**src/rtl/dac8_stream_driver.sv**
```systemverilog
// 8-bit DAC output stage: sample FIFO drained at one sample per DIV clocks, with DAC_CLK strobe and underrun flag.
// Optional DAC8_SIGNED_INPUT_EN: treat in_sample as two's complement and convert to offset binary on pop.
module dac8_stream_driver #(
    parameter int DIV   = 4,
    parameter int DEPTH = 8,
    parameter int LW    = 4
) (
    input  logic          clock,
    input  logic          reset,
    input  logic [7:0]    in_sample,
    input  logic          in_valid,
    output logic          out_ready,
    input  logic          in_clr_underrun,
    output logic [7:0]    out_dac_data,
    output logic          out_dac_clk,
    output logic          out_underrun,
    output logic [LW-1:0] out_level
);

    localparam int AW = (DEPTH > 2) ? $clog2(DEPTH) : 1;
    localparam int PW = (DIV > 2) ? $clog2(DIV) : 1;
    localparam logic [PW-1:0] PH_LAST = PW'(DIV - 1);
    localparam logic [PW-1:0] PH_HALF = PW'(DIV / 2);
    localparam logic [PW-1:0] PH_ONE  = PW'(1);
    localparam logic [AW-1:0] PTR_ONE = AW'(1);
    localparam logic [LW-1:0] LV_ONE  = LW'(1);
    localparam logic [LW-1:0] LV_FULL = LW'(DEPTH);

    logic [7:0]    mem [DEPTH];
    logic [AW-1:0] wr_ptr, rd_ptr;
    logic [PW-1:0] phase, phase_nxt;
    logic          tick, push, pop;
    logic [7:0]    head;

    // Ready depends on the level register only, never on in_valid.
    assign out_ready = (out_level < LV_FULL);

    always_comb begin
        tick      = (phase == PH_LAST);
        phase_nxt = tick ? '0 : phase + PH_ONE;
        push      = in_valid && out_ready;
        pop       = tick && (out_level != '0);
`ifdef DAC8_SIGNED_INPUT_EN
        head      = {~mem[rd_ptr][7], mem[rd_ptr][6:0]};
`else
        head      = mem[rd_ptr];
`endif
    end

    always_ff @(posedge clock) begin
        if (push)
            mem[wr_ptr] <= in_sample;
    end

    always_ff @(posedge clock) begin
        if (reset) begin
            phase        <= '0;
            out_dac_clk  <= 1'b0;
            out_dac_data <= 8'h80;
            out_underrun <= 1'b0;
            out_level    <= '0;
            wr_ptr       <= '0;
            rd_ptr       <= '0;
        end else begin
            phase       <= phase_nxt;
            // Strobe rises DIV/2 cycles after each data update, centring the data window.
            out_dac_clk <= (phase_nxt >= PH_HALF);
            if (push)
                wr_ptr <= wr_ptr + PTR_ONE;
            if (pop) begin
                out_dac_data <= head;
                rd_ptr       <= rd_ptr + PTR_ONE;
            end
            if (tick && !pop)
                out_underrun <= 1'b1;
            else if (in_clr_underrun)
                out_underrun <= 1'b0;
            case ({push, pop})
                2'b10:   out_level <= out_level + LV_ONE;
                2'b01:   out_level <= out_level - LV_ONE;
                default: out_level <= out_level;
            endcase
        end
    end

endmodule

```
**config.mk**
```make
export PLATFORM = sky130hd
export DESIGN_NAME = dac8_stream_driver
export DESIGN_NICKNAME = d
export VERILOG_FILES = /design/src/rtl/dac8_stream_driver.sv
export SDC_FILE = /design/constraint.sdc
export NUM_CORES = 1
export LEC_CHECK = 0
export ABC_AREA = 1
export BUFFER_PORTS_ARGS = -buffer_cell sky130_fd_sc_hd__buf_2
export CELL_PAD_IN_SITES_DETAIL_PLACEMENT = 2
export CELL_PAD_IN_SITES_GLOBAL_PLACEMENT = 2
export CORE_MARGIN = 5
export CORE_UTILIZATION = 38
export DETAILED_ROUTE_END_ITERATION = 10
export PLACE_DENSITY_LB_ADDON = 0.1
export SYNTH_ARGS = -nofsm -noshare
export SYNTH_HDL_FRONTEND = slang
export SYNTH_SLANG_ARGS = --single-unit
```
**constraint.sdc**
```tcl
create_clock -name clock -period 2.4 [get_ports clock]
set_input_delay 0.12 -clock clock [delete_from_list [all_inputs] [get_ports clock]]
set_output_delay 0.12 -clock clock [all_outputs]
set_load 0.05 [all_outputs]
```
==> out/qor.txt <==
Core ar.: 0.00933 mm²
clock skew: 14.5 ps
CP Cell Sequence: nor2_1, nand3_1, nand2_2, inv_2, ha_1, nand2_1, inv_1, nor2_1, ha_1, a21oi_1, xnor2_1, o21ai_0, inv_1
Avg Cell Area, Syn: 9.84 µm²
Ys Warns: 0
post-synthesis sequential area ratio: 64.0%
hold path startpoint: in_sample[4]
Detailed Place HPWL: 6.71 mm
Async S/R FF share, synth: 0%
LEAKAGE: 0.00179 µW
setup_tns: 0 ps
post-synthesis cell count: 372
clk sinks: 85
CTS clk-pin slew, worst paths: 90 ps
CP required: 2640 ps
std cell rows: 35
Highest Clock Rate: 466 MHz
r2r setup slk: 260 ps
fin crit share: 89.4%
Num CTS Buffers: 9
first-pass GRT wire length: 16.1 mm
r2r endpoint: out_level[2]
CTS resizes: 0
area of the multi-input gates: 960 µm²
Filler Cell Count: 1021
Slew @ Worst Pin: 367 ps
DP Area: 0.00395 mm²
Vias/cell: 4.89
antenna violations before repair: 0
Compound-Gate Fraction of Synth Area: 4.65%
CTS Buffer Depth: 2
grt total ovfl: 0
DRC viols: 0
Max Cap Viol: 0
reg-to-reg critical path startpoint: out_level[2]
pin count of the biggest net entering global routing: 35
chip height: 108 µm
CP Capture Type: register
minimum clock period: 2140 ps
Simple-Gate Fraction of Synth Area: 19.0%
CP max FO: 5
drt pass-1 iters: 5
GPL Wtd Cong: 0.778
Ports: 27
pwr dens: 753 mW/mm²
effective utilization at floorplan: 39.2%
worst reg2reg path depth: 13
drt total wl: 10.0 mm
Die X: 108 µm
outcome: complete, no violations
Hold Path Cell Cnt: 1
Tot GR Track Use: 18.8%
Worst Hold Class: input pin to register
Post-synth EDFFs: 64
vias in the first global route: 2963
DR iter-0 viols: 106
Root Driver: clkbuf_8
Final nets: 429
Worst-Skew Late Latency: 360 ps
Worst path slowest cell: dfxtp_1
Top FF cell, synth: edfxtp_1
routed vias: 2667
final instance area: 0.00416 mm²
Setup-failing EPs final: 0
slew margin rel.: 75.4%
routed length per placed instance: 18.3 µm
mux contribution to synthesized area: 0%
Synth Area in XOR/XNOR: 0.479%
Area Growth Syn to Fin: 13.6%
Worst path max stage delay: 350 ps
H-tree levels: 3
Seq cells post-synth: 85
Net Count, Synth: 390
Distinct cells, synth: 23
diode count: 0
fin. max-slew vios: 0
Adder-Cell Fraction of Synth Area: 2.05%
DRT antenna net count: 0
die area: 0.0117 mm²
CTS tree: built
Post-Syn Area: 0.00366 mm²
largest family of logic cells by synthesized area: simple AND/OR/NAND/NOR gates
Crit Path Category: register to register
crit path DAT: 2390 ps
share of layout cells above drive strength 1: 14.7%
worst vdd ir: 0.315 mV
RSZ-0062 raised after global routing: no
IO Port Bufs: 26
CP startpoint kind: register
hold endpoint: mem[7][4]
register cell area after layout: 0.00234 mm²
Final Hold Fails: 0
## worst max-delay path, delay by kind of cell (launching register included)
family / cells / cell delay [ps]
adders and majority gates: 2 / 460
xor gates and xnor gates: 1 / 130
AOI/OAI and AO/OA: 2 / 250
buffers and inverters: 3 / 170
and+or+nand+nor: 5 / 680
DFF: 1 / 350
## logic make-up (layout without fill, tap and decap cells)
logic type	after synthesis	count (layout)
xor gates and xnor gates	2	2
buffers and inverters	78	122
AOI/OAI and AO/OA	33	33
DFF	85	85
adders and majority gates	6	6
and+or+nand+nor	168	168
## report_power, final
group	total (µW)	internal, µW	switching [µW]
Clock	1020	485	534
Combinational	432	118	314
Sequential	1680	1640	36.7
## layout make-up
type	instances	share of cell area (%)
sequential	85	56.4
multi-input combinational	209	23.1
inverter	65	6.02
timing repair buffer	41	5.90
tap	129	3.88
clock buffer	9	2.98
clock inverter	7	1.75
## how the worst max path moves through the flow
stage,startpoint,to,slack [ps],depth (start not counted)
floorplan,out_level[0],out_level[2],190,13
global placement,out_level[3],out_level[2],550,12
detailed placement,out_level[2],out_level[2],280,13
CTS,out_level[2],out_level[2],250,13
global route,out_level[2],out_level[2],80,13
finish,out_level[2],out_level[2],260,13
## synthesized netlist by cell type, types with 2 or more instances
| library cell | n | share of area, % |
|---|---|---|
| ha_1 | 6 | 2.1 |
| dfxtp_1 | 21 | 11 |
| inv_2 | 2 | 0.21 |
| inv_1 | 60 | 6.2 |
| xnor2_1 | 2 | 0.48 |
| nor2_1 | 20 | 2.1 |
| nand2_1 | 97 | 9.9 |
| o21ai_0 | 11 | 1.5 |
| o211ai_1 | 2 | 0.41 |
| edfxtp_1 | 64 | 53 |
| buf_6 | 5 | 1.5 |
| nand3_1 | 48 | 6.6 |
| buf_2 | 2 | 0.27 |
| a21oi_1 | 19 | 2.6 |
| buf_4 | 5 | 1.0 |
## cell usage in the layout, fill, tap and decap left out
master / synthesis / routed
clkinv_2: 1 / 2
nand4_1: 1 / 1
inv_1: 60 / 60
nand3_1: 48 / 48
nand2_2: 1 / 1
clkbuf_8: 0 / 9
nor3_1: 1 / 1
inv_2: 2 / 2
clkinv_4: 0 / 1
inv_6: 1 / 3
buf_2: 2 / 26
o21ai_1: 1 / 1
nor2_1: 20 / 20
clkinvlp_4: 0 / 1
dfxtp_2: 0 / 1
dfxtp_1: 21 / 20
clkinv_1: 1 / 2
nand2_1: 97 / 97
buf_4: 5 / 14
o21ai_0: 11 / 11
ha_1: 6 / 6
bufinv_16: 0 / 1
a21oi_1: 19 / 19
edfxtp_1: 64 / 64
xnor2_1: 2 / 2
dlygate4sd3_1: 0 / 1
o211ai_1: 2 / 2
## what timing repair did
| item | 4_1_cts | 5_1_grt |
|---|---|---|
| hold buffers | 1 | 0 |
| buffers inserted | 0 | 0 |
| endpoints found under the hold margin | 1 | 0 |
## sequential cells by signal (all words and copies together), names as in the netlist
signal,flops
mem,64
out_dac_data,8
out_level,4
rd_ptr,3
wr_ptr,3
out_dac_clk,1
out_underrun,1
phase,1
## metal layers
layer | GRT usage [%] | part of all wire, % | vias up
li1 | - | - | 1280
met1 | 22.5 | 44 | 1329
met2 | 33.8 | 52 | 38
met3 | 3.52 | 2.0 | 20
met4 | 6.13 | 2.0 | 0
met5 | 0 | 0 | -
## metrics by stage
step,hold WS (ps),setup slack (ps),util [%],instances,power (µW)
6_report,28.9,256,44.6,545,3130
5_1_grt,12.2,82.1,44.6,545,3280
4_1_cts,17.0,255,44.6,545,3180
3_5_place_dp,395,281,42.3,528,2150
3_3_place_gp,377,548,42.3,528,2120
2_1_floorplan,197,187,-,372,2000
Power figures use the tool's default switching activity.
